**src/rtl/btn_event_sched_pkg.sv**
```systemverilog
// Shared types and helpers for the push-button event scheduler.
package btn_event_sched_pkg;

  // Arbiter states: waiting for a pending press, or holding an offer.
  typedef enum logic [0:0] {
    ST_IDLE  = 1'b0,
    ST_OFFER = 1'b1
  } arb_state_t;

  // Width of a button index; never narrower than one bit.
  function automatic int btn_id_w(input int n_btn);
    if (n_btn > 1) begin
      return $clog2(n_btn);
    end else begin
      return 1;
    end
  endfunction

endpackage

```
**src/rtl/btn_event_sched_if.sv**
```systemverilog
// Button/event bundle between the scheduler and its consumer.
// The scheduler side is the master: it produces events and status flags.
interface btn_event_sched_if
  import btn_event_sched_pkg::*;
#(
  parameter int N_BTN = 4
);
  localparam int ID_W = btn_id_w(N_BTN);

  logic [N_BTN-1:0] btn_in;
  logic             evt_valid;
  logic             evt_ready;
  logic [ID_W-1:0]  evt_id;
  logic [N_BTN-1:0] pending;
  logic [N_BTN-1:0] overflow;
  logic             ovf_clr;
  logic             tick;

  modport master (
    input  btn_in, evt_ready, ovf_clr,
    output evt_valid, evt_id, pending, overflow, tick
  );

  modport slave (
    output btn_in, evt_ready, ovf_clr,
    input  evt_valid, evt_id, pending, overflow, tick
  );
endinterface

```
**src/rtl/btn_debounce_ch.sv**
```systemverilog
// One button channel: 2-flop synchronizer, tick-qualified stable counter,
// debounced level and a single-cycle press pulse on a 0->1 change.
module btn_debounce_ch #(
  parameter int STABLE_SAMPLES = 2
) (
  input  logic clk,
  input  logic rst_n,
  input  logic tick,
  input  logic btn_raw,
  output logic press
);
  localparam int SC_W = $clog2(STABLE_SAMPLES + 1);

  logic            sync1_r;
  logic            sync2_r;
  logic            state_r;
  logic            press_r;
  logic [SC_W-1:0] cnt_r;

  // Bring the asynchronous button level into the clk domain.
  always_ff @(posedge clk or negedge rst_n) begin
    if (!rst_n) begin
      sync1_r <= 1'b0;
      sync2_r <= 1'b0;
    end else begin
      sync1_r <= btn_raw;
      sync2_r <= sync1_r;
    end
  end

  // On each tick, accept a new level only after it has held for STABLE_SAMPLES ticks.
  always_ff @(posedge clk or negedge rst_n) begin
    if (!rst_n) begin
      state_r <= 1'b0;
      cnt_r   <= '0;
      press_r <= 1'b0;
    end else begin
      press_r <= 1'b0;
      if (tick) begin
        if (sync2_r == state_r) begin
          cnt_r <= '0;
        end else if (cnt_r == SC_W'(STABLE_SAMPLES - 1)) begin
          // This tick is the STABLE_SAMPLES-th differing sample.
          state_r <= sync2_r;
          cnt_r   <= '0;
          press_r <= sync2_r;
        end else begin
          cnt_r <= cnt_r + SC_W'(1'b1);
        end
      end else begin
        cnt_r <= cnt_r;
      end
    end
  end

  assign press = press_r;

endmodule

```
**src/rtl/btn_event_sched.sv**
```systemverilog
// Push-button front end: sample-tick generator, N debounced channels,
// per-button pending/overflow flags and a round-robin valid/ready arbiter.
module btn_event_sched
  import btn_event_sched_pkg::*;
#(
  parameter int N_BTN          = 4,
  parameter int TICK_DIV       = 1000000,
  parameter int STABLE_SAMPLES = 2
) (
  input logic               clk,
  input logic               rst_n,
  btn_event_sched_if.master bus
);
  localparam int ID_W  = btn_id_w(N_BTN);
  localparam int CNT_W = $clog2(TICK_DIV);

  logic [CNT_W-1:0] tick_cnt_r;
  logic             tick_r;
  logic [N_BTN-1:0] press_s;

  arb_state_t       state_r;
  logic             evt_valid_r;
  logic [ID_W-1:0]  evt_id_r;
  logic [ID_W-1:0]  ptr_r;
  logic [N_BTN-1:0] pending_r;
  logic [N_BTN-1:0] overflow_r;

  logic             grant_s;
  logic [N_BTN-1:0] grant_vec_s;
  logic [N_BTN-1:0] pending_nxt_s;
  logic [N_BTN-1:0] overflow_nxt_s;
  logic [ID_W-1:0]  pick_s;
  logic             pick_found_s;
  logic [ID_W-1:0]  ptr_inc_s;

  // Free-running divider; tick is registered so it is high while the count is TICK_DIV-1.
  always_ff @(posedge clk or negedge rst_n) begin
    if (!rst_n) begin
      tick_cnt_r <= '0;
      tick_r     <= 1'b0;
    end else begin
      if (tick_cnt_r == CNT_W'(TICK_DIV - 1)) begin
        tick_cnt_r <= '0;
      end else begin
        tick_cnt_r <= tick_cnt_r + CNT_W'(1'b1);
      end
      tick_r <= (tick_cnt_r == CNT_W'(TICK_DIV - 2));
    end
  end

  for (genvar gi = 0; gi < N_BTN; gi++) begin : g_ch
    btn_debounce_ch #(
      .STABLE_SAMPLES(STABLE_SAMPLES)
    ) u_ch (
      .clk     (clk),
      .rst_n   (rst_n),
      .tick    (tick_r),
      .btn_raw (bus.btn_in[gi]),
      .press   (press_s[gi])
    );
  end

  // Decode the handshake into a one-hot grant vector.
  always_comb begin
    grant_s     = (state_r == ST_OFFER) && evt_valid_r && bus.evt_ready;
    grant_vec_s = '0;
    for (int i = 0; i < N_BTN; i++) begin
      if (grant_s && (evt_id_r == ID_W'(i))) begin
        grant_vec_s[i] = 1'b1;
      end else begin
        grant_vec_s[i] = 1'b0;
      end
    end
  end

  // Next pending/overflow flags: a press beats a grant, a new overflow beats ovf_clr.
  always_comb begin
    pending_nxt_s  = pending_r;
    overflow_nxt_s = overflow_r;
    for (int i = 0; i < N_BTN; i++) begin
      if (press_s[i]) begin
        pending_nxt_s[i] = 1'b1;
        if (pending_r[i] && !grant_vec_s[i]) begin
          overflow_nxt_s[i] = 1'b1;
        end else if (bus.ovf_clr) begin
          overflow_nxt_s[i] = 1'b0;
        end else begin
          overflow_nxt_s[i] = overflow_r[i];
        end
      end else begin
        if (grant_vec_s[i]) begin
          pending_nxt_s[i] = 1'b0;
        end else begin
          pending_nxt_s[i] = pending_r[i];
        end
        if (bus.ovf_clr) begin
          overflow_nxt_s[i] = 1'b0;
        end else begin
          overflow_nxt_s[i] = overflow_r[i];
        end
      end
    end
  end

  // Round-robin search: first pending bit at or above ptr, wrapping.
  always_comb begin
    int idx;
    idx          = 0;
    pick_s       = ptr_r;
    pick_found_s = 1'b0;
    for (int k = 0; k < N_BTN; k++) begin
      idx = int'(ptr_r) + k;
      if (idx >= N_BTN) begin
        idx = idx - N_BTN;
      end else begin
        idx = idx;
      end
      if (!pick_found_s && pending_r[idx]) begin
        pick_s       = ID_W'(idx);
        pick_found_s = 1'b1;
      end else begin
        pick_s       = pick_s;
        pick_found_s = pick_found_s;
      end
    end
  end

  // Pointer moves just past the granted id, wrapping at N_BTN.
  always_comb begin
    if (evt_id_r == ID_W'(N_BTN - 1)) begin
      ptr_inc_s = '0;
    end else begin
      ptr_inc_s = evt_id_r + ID_W'(1'b1);
    end
  end

  // Arbiter FSM plus flag registers; an offer is held until accepted.
  always_ff @(posedge clk or negedge rst_n) begin
    if (!rst_n) begin
      state_r     <= ST_IDLE;
      evt_valid_r <= 1'b0;
      evt_id_r    <= '0;
      ptr_r       <= '0;
      pending_r   <= '0;
      overflow_r  <= '0;
    end else begin
      pending_r  <= pending_nxt_s;
      overflow_r <= overflow_nxt_s;
      case (state_r)
        ST_IDLE: begin
          if (pick_found_s) begin
            evt_id_r    <= pick_s;
            evt_valid_r <= 1'b1;
            state_r     <= ST_OFFER;
          end else begin
            evt_valid_r <= 1'b0;
            state_r     <= ST_IDLE;
          end
        end
        ST_OFFER: begin
          if (bus.evt_ready) begin
            ptr_r       <= ptr_inc_s;
            evt_valid_r <= 1'b0;
            state_r     <= ST_IDLE;
          end else begin
            evt_valid_r <= 1'b1;
            state_r     <= ST_OFFER;
          end
        end
        default: begin
          evt_valid_r <= 1'b0;
          state_r     <= ST_IDLE;
        end
      endcase
    end
  end

  assign bus.tick      = tick_r;
  assign bus.evt_valid = evt_valid_r;
  assign bus.evt_id    = evt_id_r;
  assign bus.pending   = pending_r;
  assign bus.overflow  = overflow_r;

endmodule

```
**src/flat_wrapper.sv**
```systemverilog
// flat-port wrapper written by rule: the top's interface ports become plain ports
module btn_event_sched_flat import btn_event_sched_pkg::*;
#(
  parameter int N_BTN          = 4,
  parameter int TICK_DIV       = 1000000,
  parameter int STABLE_SAMPLES = 2
)
  (clk, rst_n, bus_btn_in, bus_evt_ready, bus_ovf_clr, bus_evt_valid, bus_evt_id, bus_pending, bus_overflow, bus_tick);
  btn_event_sched_if #(.N_BTN(N_BTN)) bus_i ();
  input logic clk;
  input logic rst_n;
  input wire logic [$bits(bus_i.btn_in)-1:0] bus_btn_in;
  input wire logic [$bits(bus_i.evt_ready)-1:0] bus_evt_ready;
  input wire logic [$bits(bus_i.ovf_clr)-1:0] bus_ovf_clr;
  output wire logic [$bits(bus_i.evt_valid)-1:0] bus_evt_valid;
  output wire logic [$bits(bus_i.evt_id)-1:0] bus_evt_id;
  output wire logic [$bits(bus_i.pending)-1:0] bus_pending;
  output wire logic [$bits(bus_i.overflow)-1:0] bus_overflow;
  output wire logic [$bits(bus_i.tick)-1:0] bus_tick;
  assign bus_i.btn_in = bus_btn_in;
  assign bus_i.evt_ready = bus_evt_ready;
  assign bus_i.ovf_clr = bus_ovf_clr;
  assign bus_evt_valid = bus_i.evt_valid;
  assign bus_evt_id = bus_i.evt_id;
  assign bus_pending = bus_i.pending;
  assign bus_overflow = bus_i.overflow;
  assign bus_tick = bus_i.tick;
  btn_event_sched #(.N_BTN(N_BTN), .TICK_DIV(TICK_DIV), .STABLE_SAMPLES(STABLE_SAMPLES)) u_core (.clk(clk), .rst_n(rst_n), .bus(bus_i));
endmodule
```
**config.mk**
```make
export PLATFORM = sky130hd
export DESIGN_NAME = btn_event_sched_flat
export DESIGN_NICKNAME = d
export VERILOG_FILES = /design/src/rtl/btn_event_sched_pkg.sv /design/src/rtl/btn_event_sched_if.sv /design/src/rtl/btn_debounce_ch.sv /design/src/rtl/btn_event_sched.sv /design/src/flat_wrapper.sv
export SDC_FILE = /design/constraint.sdc
export NUM_CORES = 1
export LEC_CHECK = 0
export CAP_MARGIN = 20
export CORE_MARGIN = 8
export CORE_UTILIZATION = 45
export DETAILED_ROUTE_END_ITERATION = 12
export GPL_TIMING_DRIVEN = 0
export PLACE_DENSITY = 0.6
export SLEW_MARGIN = 20
export SYNTH_ARGS = -nofsm -noshare
export SYNTH_HDL_FRONTEND = slang
export SYNTH_SLANG_ARGS = --single-unit
```
**constraint.sdc**
```tcl
create_clock -name clk -period 5.2 [get_ports clk]
set_input_delay 0.78 -clock clk [delete_from_list [all_inputs] [get_ports clk]]
set_output_delay 0.78 -clock clk [all_outputs]
set_load 0.02 [all_outputs]
```
==> run metrics <==
Worst EP required=approximately 4.4 ns; Critical Path Slowest Stage Cell=clkdlybuf4s50_1; reg2reg end=u_core.tick_cnt_r[3]$_DFF_PN0_; slew margin rel.=about 64%; syn_area_per_cell=around 11 µm²; worst vdd ir=0.0001994 V; post-synthesis cell type count=42; setup bufs post-CTS=0; grt total ovfl=0; hpwl dp=3.077 mm; Worst-Margin Slew=~0.54 ns; Final Worst Setup Slack=2.928 ns; WL per Instance=around 13 µm; RSZ-0062 raised after global routing=no; Ports=20; Num Clock Sinks=58; reg2reg path depth=5; Starting Density=46.14%; Crit Path Category=register to output pin; Site Rows=27; # setup viols final=0; Synth top area share=a little under three fifths; remaining antenna violation count=0; DR iter-0 viols=80; pre-CTS setup slack=3.255 ns; worst-path cell chain=clkdlybuf4s50_1; min Tclk post-route=2.272 ns; period utilization=43.70%; gr usage total=11.24%; r2r setup slk=3.43 ns; H-tree levels=3; # resized after CTS=0; Hold Path End=u_core.g_ch[2].u_ch.sync2_r$_DFF_PN0_; MaxCap Viol Count=0; HP Class=register to register; routed via count=1,680; hold path depth=0; Internal=0.8297 mW; FMAX=440.0 MHz; Netlist Area Pre-Place=2525 µm²; largest net degree at the start of global routing=31; layout net count=~270; first drt pass iteration count=4; Fin. Hold Viols=0; Clock Root Buffer=clkbuf_8; Critical Path AT=1.49 ns; Clock Latency Late Sink=0.32 ns; Via density=5.045; first-pass GRT wire length=between 7 and 8 mm; Max Root-Sink Buffers=2; DIE HEIGHT=90.91 µm; commonest non-fill, non-tap cell in the layout=dfrtp_1; Setup TNS Final=0 ns; leak pwr=roughly 1.3 nW; Clock transition at path regs=0.06 ns; clock share of power=a little under two fifths; switch share=26.07%; Final Wtd Congestion=0.7811; status=complete, no violations; ant diodes=0; CTS Buf Count=9; flops & latches, synth=between 50 and 60; final WL=~4.2 mm; clock skew=about 0.0054 ns; post-cts hold buffer count=0; initial antenna violation count=0; CTS tree=built; Port Buffers=19; combinational share of power=16.0%; CP peak stage delay=0.67 ns; register area share after synthesis=roughly 57%; CP Depth=1; layout cells sized above 1=10.73%; syn_nets=240; cell taking the most area after synthesis=dfrtp_1; die area=8264 µm²; Worst setup EP type=output pin; Die Span X=90.91 µm; PD cells=between 300 and 400 nW/µm²; CP bufs+invs=1; critical hold path startpoint=u_core.g_ch[2].u_ch.sync1_r$_DFF_PN0_; top post-synthesis cells by area=dfrtp_1, xnor2_1, ha_1; Core Area=5473 µm²; drt drc=0; vias in the first global route=1,666; Cells after Synth=226; Synth Warn #=0; synthesis-to-layout area growth=19.87%; FF-to-FF Start=u_core.tick_cnt_r[0]$_DFF_PN0_; Net Sw Power=0.2925 mW; Worst Path Max Fanout=8; share of power burned in registers=46.9%; most frequent cells in the layout=dfrtp_1, nand2_1, clkdlybuf4s50_1, nor2_1, inv_1; cell family with most CP delay=buffers and inverters; startpoint types=register; max-slew violation count=0
[metrics by stage]
stage / area, µm² / power [mW] / instances / utilization (%) / hold WS [ns]
CTS: 3027 / 1.138 / 333 / 55.30 / 0.3488
detailed placement: 2823 / 0.7174 / 318 / 51.58 / 0.3355
global route: 3027 / 1.181 / 333 / 55.30 / 0.3543
global placement: 2805 / 0.7153 / 317 / 51.26 / 0.3339
finish: 3027 / 1.122 / 333 / 55.30 / 0.3460
floorplan: 2525 / 0.6370 / 226 / - / 0.3312
[synth_stat cells (all sizes together)]
library cell	count
o31ai	2
o41ai	1
nor4	1
mux2	6
nand2	20
nand3	11
nand3b	4
and3	4
mux2i	3
clkbuf	2
xor2	7
o22ai	4
nand4b	1
a31oi	1
o21ai	8
nor3b	4
nor3	6
a41oi	1
o221ai	1
a21boi	3
nor4b	4
nor2b	2
xnor2	9
nor4bb	1
ha	6
nor2	15
dfrtp	58
or3	2
a211oi	1
and2	4
o21a	1
nand4	6
and4	1
or2	1
nand2b	7
inv	13
a21oi	5
[metal layers]
layer / share of wire, % / track usage [%] / routed length [µm]
met1: 48 / 14.13 / 2033
met2: 46 / 16.38 / 1948
met3: 4.4 / 3.658 / 189
met4: 1.8 / 6.958 / 76
met5: 0 / 0 / 0
[worst max path at each step]
stage / from / to / slack [ns]
after floorplan: u_core.tick_cnt_r[0]$_DFF_PN0_ / u_core.tick_cnt_r[14]$_DFF_PN0_ / 3.58
after CTS: u_core.bus.tick$_DFF_PN0_ / bus_tick / 2.90
after global placement: rst_n / u_core.tick_cnt_r[16]$_DFF_PN0_ / 1.51
final: u_core.bus.tick$_DFF_PN0_ / bus_tick / 2.93
after detailed placement: u_core.bus.tick$_DFF_PN0_ / bus_tick / 3.26
after global routing: u_core.bus.tick$_DFF_PN0_ / bus_tick / 2.87
[cell type report]
class / count / area [µm²]
clock inverter: 2 / 35.03
tap: 72 / 90.09
multi-input combinational: 153 / 1017
sequential: 58 / 1451
inverter: 13 / 48.80
clock buffer: 13 / 168.9
timing repair buffer: 20 / 207.7
fill: 491 / 2446
buffer: 2 / 7.507
[flip-flops by register name (all words and copies together) (netlist names)]
name	count
u_core.bus.tick	1
u_core.bus.overflow	4
u_core.g_ch.u_ch.cnt_r	8
u_core.ptr_r	2
u_core.g_ch.u_ch.state_r	4
u_core.bus.pending	4
u_core.g_ch.u_ch.sync2_r	4
u_core.state_r	1
u_core.g_ch.u_ch.sync1_r	4
u_core.tick_cnt_r	20
u_core.g_ch.u_ch.press	4
u_core.bus.evt_id	2
[cells by family (layout without fill, tap and decap cells)]
family	Yosys count	after routing	share of synthesized area (%)
fa+ha+maj	6	6	2.973
compound gates	28	28	7.087
flops	58	58	57.48
buf+inv	15	50	2.230
mux	9	9	3.865
simple gates	94	94	20.81
xor+xnor	16	16	5.550
[power by group through the flow]
stage	Combinational, mW	Sequential (mW)	Clock, mW
4_1_cts	0.184	0.526	0.429
3_3_place_gp	0.182	0.533	0
3_5_place_dp	0.183	0.534	0
6_report	0.180	0.526	0.416
5_1_grt	0.202	0.531	0.447
2_1_floorplan	0.0897	0.547	0
Power figures use the tool's default switching activity.
